**src/rtl/display_mode_controller.sv**
```systemverilog
// Lock display controller: passcode entry with blinking cursor,
// blinking error pattern and steady unlocked pattern.
//
// Ports:
//   clock, reset      system clock, async active-high reset
//   error, unlocked   state request levels (error has priority)
//   digitCount        digits entered so far (saturates at PASSCODE_LENGTH)
//   userEntry         entered digits, digit 0 in the top nibble
//   hexOut            registered nibble per display, display 0 on top
//   displayOn         registered per-digit enable, bit k = display k
//   mode              registered state: 0 INPUT, 1 ERROR, 2 UNLOCKED
module display_mode_controller #(
  parameter int PASSCODE_LENGTH = 4,
  parameter int PASSCODE_WIDTH = 4*PASSCODE_LENGTH,
  parameter int DISPLAYS = 6,
  parameter int BLINK_HALF_PERIOD = 25000000,
  parameter logic [3:0] FILL_CODE = 4'hE,
  parameter logic [4*DISPLAYS-1:0] ERROR_PATTERN = 24'hFCDDED,
  parameter logic [4*DISPLAYS-1:0] UNLOCK_PATTERN = 24'hEE0AB1,
  localparam int DW = $clog2(PASSCODE_LENGTH+1)
) (
  input  logic                      clock,
  input  logic                      reset,
  input  logic                      error,
  input  logic                      unlocked,
  input  logic [DW-1:0]             digitCount,
  input  logic [PASSCODE_WIDTH-1:0] userEntry,
  output logic [4*DISPLAYS-1:0]     hexOut,
  output logic [DISPLAYS-1:0]       displayOn,
  output logic [1:0]                mode
);

  localparam int CW = $clog2(BLINK_HALF_PERIOD);

  if (PASSCODE_LENGTH > DISPLAYS || PASSCODE_LENGTH < 1) begin : g_bad_len
    $error("PASSCODE_LENGTH must be 1..DISPLAYS");
  end
  if (BLINK_HALF_PERIOD < 2) begin : g_bad_blink
    $error("BLINK_HALF_PERIOD must be >= 2");
  end

  typedef enum logic [1:0] {
    S_INPUT  = 2'd0,
    S_ERROR  = 2'd1,
    S_UNLOCK = 2'd2
  } state_e;

  state_e                  state_q, state_d;
  logic [CW-1:0]           cnt_q, cnt_d;
  logic                    phase_q, phase_d;
  logic [4*DISPLAYS-1:0]   hex_q, hex_d;
  logic [DISPLAYS-1:0]     on_q, on_d;
  logic [DW-1:0]           n_sat;

  always_comb begin
    state_d = S_INPUT;
    if (error) begin
      state_d = S_ERROR;
    end else if (unlocked) begin
      state_d = S_UNLOCK;
    end

    // A state change restarts the blink so the new state opens "on".
    cnt_d = cnt_q + CW'(1);
    phase_d = phase_q;
    if (state_d != state_q) begin
      cnt_d = '0;
      phase_d = 1'b1;
    end else if (cnt_q == CW'(BLINK_HALF_PERIOD-1)) begin
      cnt_d = '0;
      phase_d = ~phase_q;
    end

    n_sat = digitCount;
    if (digitCount > DW'(PASSCODE_LENGTH)) begin
      n_sat = DW'(PASSCODE_LENGTH);
    end

    hex_d = {DISPLAYS{FILL_CODE}};
    on_d = '1;
    unique case (state_d)
      S_ERROR: begin
        hex_d = ERROR_PATTERN;
        on_d = {DISPLAYS{phase_d}};
      end
      S_UNLOCK: begin
        hex_d = UNLOCK_PATTERN;
      end
      default: begin
        for (int k = 0; k < PASSCODE_LENGTH; k++) begin
          if (k < int'(n_sat)) begin
            hex_d[4*(DISPLAYS-1-k) +: 4] =
              userEntry[4*(PASSCODE_LENGTH-1-k) +: 4];
          end
          if (k == int'(n_sat)) begin
            on_d[k] = phase_d;
          end
        end
      end
    endcase
  end

  always_ff @(posedge clock or posedge reset) begin
    if (reset) begin
      state_q <= S_INPUT;
      cnt_q <= '0;
      phase_q <= 1'b1;
      hex_q <= {DISPLAYS{FILL_CODE}};
      on_q <= '1;
    end else begin
      state_q <= state_d;
      cnt_q <= cnt_d;
      phase_q <= phase_d;
      hex_q <= hex_d;
      on_q <= on_d;
    end
  end

  assign hexOut = hex_q;
  assign displayOn = on_q;
  assign mode = state_q;

endmodule

```
**config.mk**
```make
export PLATFORM = sky130hd
export DESIGN_NAME = display_mode_controller
export DESIGN_NICKNAME = d
export VERILOG_FILES = /design/src/rtl/display_mode_controller.sv
export SDC_FILE = /design/constraint.sdc
export NUM_CORES = 1
export LEC_CHECK = 0
export ABC_AREA = 1
export CAP_MARGIN = 20
export CORE_UTILIZATION = 35
export DETAILED_ROUTE_END_ITERATION = 8
export GPL_TIMING_DRIVEN = 0
export PLACE_DENSITY = 0.57
export SLEW_MARGIN = 20
export SYNTH_ARGS = -nofsm -noshare
export SYNTH_HDL_FRONTEND = slang
export SYNTH_SLANG_ARGS = --single-unit
```
**constraint.sdc**
```tcl
create_clock -name clock -period 3.1 [get_ports clock]
set_input_delay 0.62 -clock clock [delete_from_list [all_inputs] [get_ports clock]]
set_output_delay 0.62 -clock clock [all_outputs]
set_load 0.01 [all_outputs]
```
# Yosys cells after proc, flatten, opt, wreduce, memory -nomap -nowiden
# Index checks and enable logic that the tools add are counted.
# totals
regBits	58
mem_bits_rw	0
output_inout_bits	32
input_bits	23
memories	0
rom_bits	0
elab_cells	39
latch_bits	0
# op_classes
n_shift	0
magnitude_cmp	5
muxes	19
div_mod_pow	0
n_reduce_logical	1
multipliers	0
n_addsub	1
eq_ne	7
n_bitwise	1
# op_table
op	n
25-bit 2-to-1 mux	2
16-bit case mux with 2 select lines	1
25-bit by 1-bit adder with 25-bit output, second input constant	1
25-bit == test, second input constant	1
4-bit 2-to-1 mux	4
7-bit case mux with 2 select lines	1
4-bit case mux with 2 select lines	1
3-bit == test, first input constant	2
1-bit by 3-bit < comparator with 1-bit output, first input constant	2
2-bit by 3-bit < comparator with 1-bit output, first input constant	2
1-bit 2-to-1 mux	6
2-bit 2-to-1 mux	3
2-bit by 3-bit == test with 1-bit output, first input constant	1
3-bit > comparator, second input constant	1
3-bit zero test	1
3-bit 2-to-1 mux	1
2-bit by 1-bit == test with 1-bit output, second input constant	1
2-bit == test, second input constant	1
2-bit != test	1
1-bit NOT	1

# Longest topological paths before layout
# Gate-level depths: netlist of run 1.
# logic_depth
depth_word	6
mapped_depth	10
depth_no_buf	9

# Worst setup path after synthesis of run 1
# OpenSTA, ideal clock, no wires.
# synth_timing
path_kind	input to register
from	input error
to	register cnt_q[18]
slack_ns	1.573
path_buffers	2
stages	10
arrival_time_ns	1.455
required_time_ns	3.028
setup_ns	0.072
path_cell_list	buf_6 -> inv_6 -> nand2_4 -> inv_2 -> nand2_2 -> nand3_2 -> buf_6 -> nor2_4 -> nand2_1 -> nor2_1
# synth_between
elab_chain_len	3
# synth_lines
item	line_no	source
start, declared	24	input logic error,
2-bit 2-to-1 mux	57	if (error) begin
2-bit != test	66	if (state_d != state_q) begin
25-bit 2-to-1 mux	66	
named net cnt_d[18]	49	logic [CW-1:0] cnt_q, cnt_d;
end signal, assigned	112	cnt_q <= cnt_d;
end, declared	49	
# The timed path passes the listed nets, and every way through them passes these cells.

==> results of run 1 <==
worst max-delay path, stage by stage, from the launching register on:
cell	delay (ns)
dfstp_2	0.55
buf_4	0.10
clkdlybuf4s50_1	0.52
registers in the layout (all words and copies together) (netlist names):
signal / flops
hexOut: 20
mode: 1
displayOn: 5
cnt_q: 25
phase_q: 1
final cells by class:
cell class	instances	area, um^2	share of cell area
sequential	52	1330	0.381
clock inverter	3	21.3	0.00611
timing repair buffer	53	541	0.155
buffer	8	67.6	0.0194
multi-input combinational	254	1170	0.335
tap	99	124	0.0356
clock buffer	5	68.8	0.0198
inverter	43	166	0.0478
through the flow:
stage	worst slack (ns)	cells	hold slack [ns]
after floorplan	1.26	357	0.491
after global placement	0.184	508	0.551
after detailed placement	0.787	509	0.556
after CTS	0.993	517	0.588
after global routing	0.906	517	0.627
final	1.01	517	0.588
metal layers:
layer | routed length [um] | share of wire | up-vias
met3 | 509 | 0.075 | 13
li1 | - | - | 1232
met4 | 147 | 0.022 | 0
met2 | 3220 | 0.48 | 82
met5 | 0 | 0 | -
met1 | 2890 | 0.43 | 1153
synth_stat cells, types with 3 or more instances:
cell / count
nor2_1: 85
o21ai_0: 9
nor2_4: 3
xor2_1: 5
or2_2: 3
nand2_2: 3
nand2_1: 81
dfstp_2: 20
inv_1: 40
dfrtp_1: 32
nand4_1: 17
a21oi_1: 5
nand3_1: 17
nor3_1: 10
buf_4: 6
where the power goes:
group / internal [uW] / leakage (uW) / switching [uW] / total, uW
logic: 79.2 / 0.000715 / 80.9 / 160
registers: 704 / 0.000641 / 9.17 / 713
clock network: 161 / 0.0000445 / 237 / 398
final timing paths:
| check | depth (start not counted) | from | end | slack (ns) |
|---|---|---|---|---|
| setup / recovery | 2 | hexOut[6]$_DFF_PP1_ | hexOut[3] | 1.01 |
| hold / removal | 1 | cnt_q[0]$_DFF_PP0_ | cnt_q[0]$_DFF_PP0_ | 0.59 |
| setup reg to reg | 8 | cnt_q[0]$_DFF_PP0_ | cnt_q[22]$_DFF_PP0_ | 1.08 |
| hold reg to reg | 1 | cnt_q[0]$_DFF_PP0_ | cnt_q[0]$_DFF_PP0_ | 0.59 |
| max in group asynchronous | 3 | reset | hexOut[23]$_DFF_PP1_ | 1.79 |
| min in group asynchronous | 2 | reset | cnt_q[3]$_DFF_PP0_ | 0.69 |
placed cells by master, fill, tap and decap left out, types with 2 or more instances in the layout:
cell / count
inv_2: 3
inv_1: 39
dfrtp_1: 32
xor2_1: 5
clkbuf_8: 5
nand4_1: 17
nand3_1: 17
nand2_1: 81
or2_2: 3
clkdlybuf4s50_1: 52
dfstp_2: 20
nor2_2: 2
nand2_2: 3
nor2_4: 3
nand3b_1: 2
conb_1: 2
buf_4: 6
nor2_1: 85
o21ai_0: 9
inv_6: 2
nor3_1: 10
buf_6: 2
a21oi_1: 5
cells by family (layout without fill, tap and decap cells):
| group | after synthesis | count (layout) |
|---|---|---|
| compound gates | 17 | 17 |
| fa+ha+maj | 1 | 1 |
| simple gates | 228 | 228 |
| other cells | 1 | 2 |
| xor+xnor | 6 | 6 |
| buf+inv | 51 | 112 |
| flops | 52 | 52 |
==> results.yml, run 1 <==
status:
  status: "completed"
synth:
  synth_mux_area_frac: 0
  synth_compound_gate_area_share: 0.0335
  syn_area_um2: 2730
  yosys.area_share.adder: 0.00459
  synth_xor_xnor_area_share: 0.0193
  synthArstFlopShare: 1.00
  synth_top_family_by_area: "simple AND/OR/NAND/NOR gates"
  synth_edf_count: 0
  synth-simple-area-share: 0.369
  yosys_warnings: 0
  synthCells: 356
  synth_top_area_cell: "dfrtp_1"
  ys_top_cells_by_area: "dfrtp_1, dfstp_2, nor2_1, nand2_1, inv_1"
  ys_ff_latch: 52
  seq_area_frac_synth: 0.487
  synth_top_area_frac: 0.294
  synth_area_per_cell_um2: 7.65
  ys_types: 31
  synth_flop_cell: "dfrtp_1"
finish:
  nFillCells: 758
  nNetsFinal: 441
  n_antenna_cell: 0
  finish.instance_area_um2: 3480
  area_growth_pct: 27.8
  final_layout_size_suffix_gt1_frac: 0.129
  post-route-util: 0.470
die:
  dieArea_um2: 8140
  die_x_um: 90.2
  io-pin-count: 55
  die_h_um: 90.2
  rows: 31
  initial_utilization: 0.368
  coreArea_um2: 7410
timing:
  max_freq_mhz: 478
  rsz0062_at_grt: "false"
  period_needed_ns: 2.09
  finalHoldViolCount: 0
  drv_slew: 0
  final.period_utilization: 0.675
  relSlewSlack: 0.611
  tns_ns: 0
  setup_viol: 0
  skew_ns: 0.00347
  tightestPinTransition_ns: 0.582
detailed_routing:
  drt_first_pass_iters: 4
  vias: 2480
  drt_iter0_drc: 142
  ant_nets: 0
  drc: 0
  wirelength_um: 6770
  avgViaCountPerCell: 4.80
  routedWlPerCell_um: 13.1
pwr:
  leakagePower_uw: 0.00140
  max-vdd-ir-drop_mv: 0.224
  finalPower_uw: 1270
  power_density_nw_per_um2: 365
flow_run:
  drv_cap: 0
grt:
  track_usage: 0.176
  grt.met2_usage: 0.289
  antenna_found_initial: 0
  grt_pass1_vias: 2408
  met1_usage: 0.216
  grt_overflow_total: 0
  busiest_layer: "met2"
  grt_pass1_wl_um: 11500
  grt_max_degree: 28
  use_met3: 0.0584
placed_design:
  hpwl_um: 5270
  numPortBuffers: 52
  gp_congestion: 0.883
  place_area_um2: 3390
cts:
  postCtsSetupBuffers: 0
  clkTransAtPathRegs_ns: 0.10
  cts_root_buf: "clkbuf_8"
  clockBufferDepth: 2
  numCtsBuffers: 5
  h-tree-depth: 2
  holdBufCountCts: 0
  insertion_delay_ns: 0.30
  cts_resized: 0
  cts_tree: "done"
  clock-sinks: 52
critical_path:
  endpoint_kind: "primary output"
  startpoint_type: "flip-flop"
  crit_type: "reg2out"
  cp.required_ns: 2.48
  critical_path_arrival_ns: 1.47
  path_max_fanout: 3
hold_path:
  hold_class: "reg2reg"
Note: power is estimated with default switching activity, not from simulation.
==> run 2, diff against run 1 <==
Clock period 3.1 ns to 2.2 ns, I/O delays scaled along.
==> results of run 2 <==
Same layout as run 1 (identical final DEF). Status: completed.
Main changes from that run: setup slack after placement 0.787 ns -> 0.0668 ns; setup slack after layout 1.01 ns -> 0.183 ns; hold slack 0.588 ns -> 0.509 ns; start point of the critical path hexOut[6]$_DFF_PP1_ -> cnt_q[0]$_DFF_PP0_; end point of the critical path hexOut[3] -> cnt_q[22]$_DFF_PP0_; register-to-register setup slack 1.08 ns -> 0.18 ns; total power 1270 uW -> 1790 uW; worst IR drop on VDD 0.224 mV -> 0.316 mV
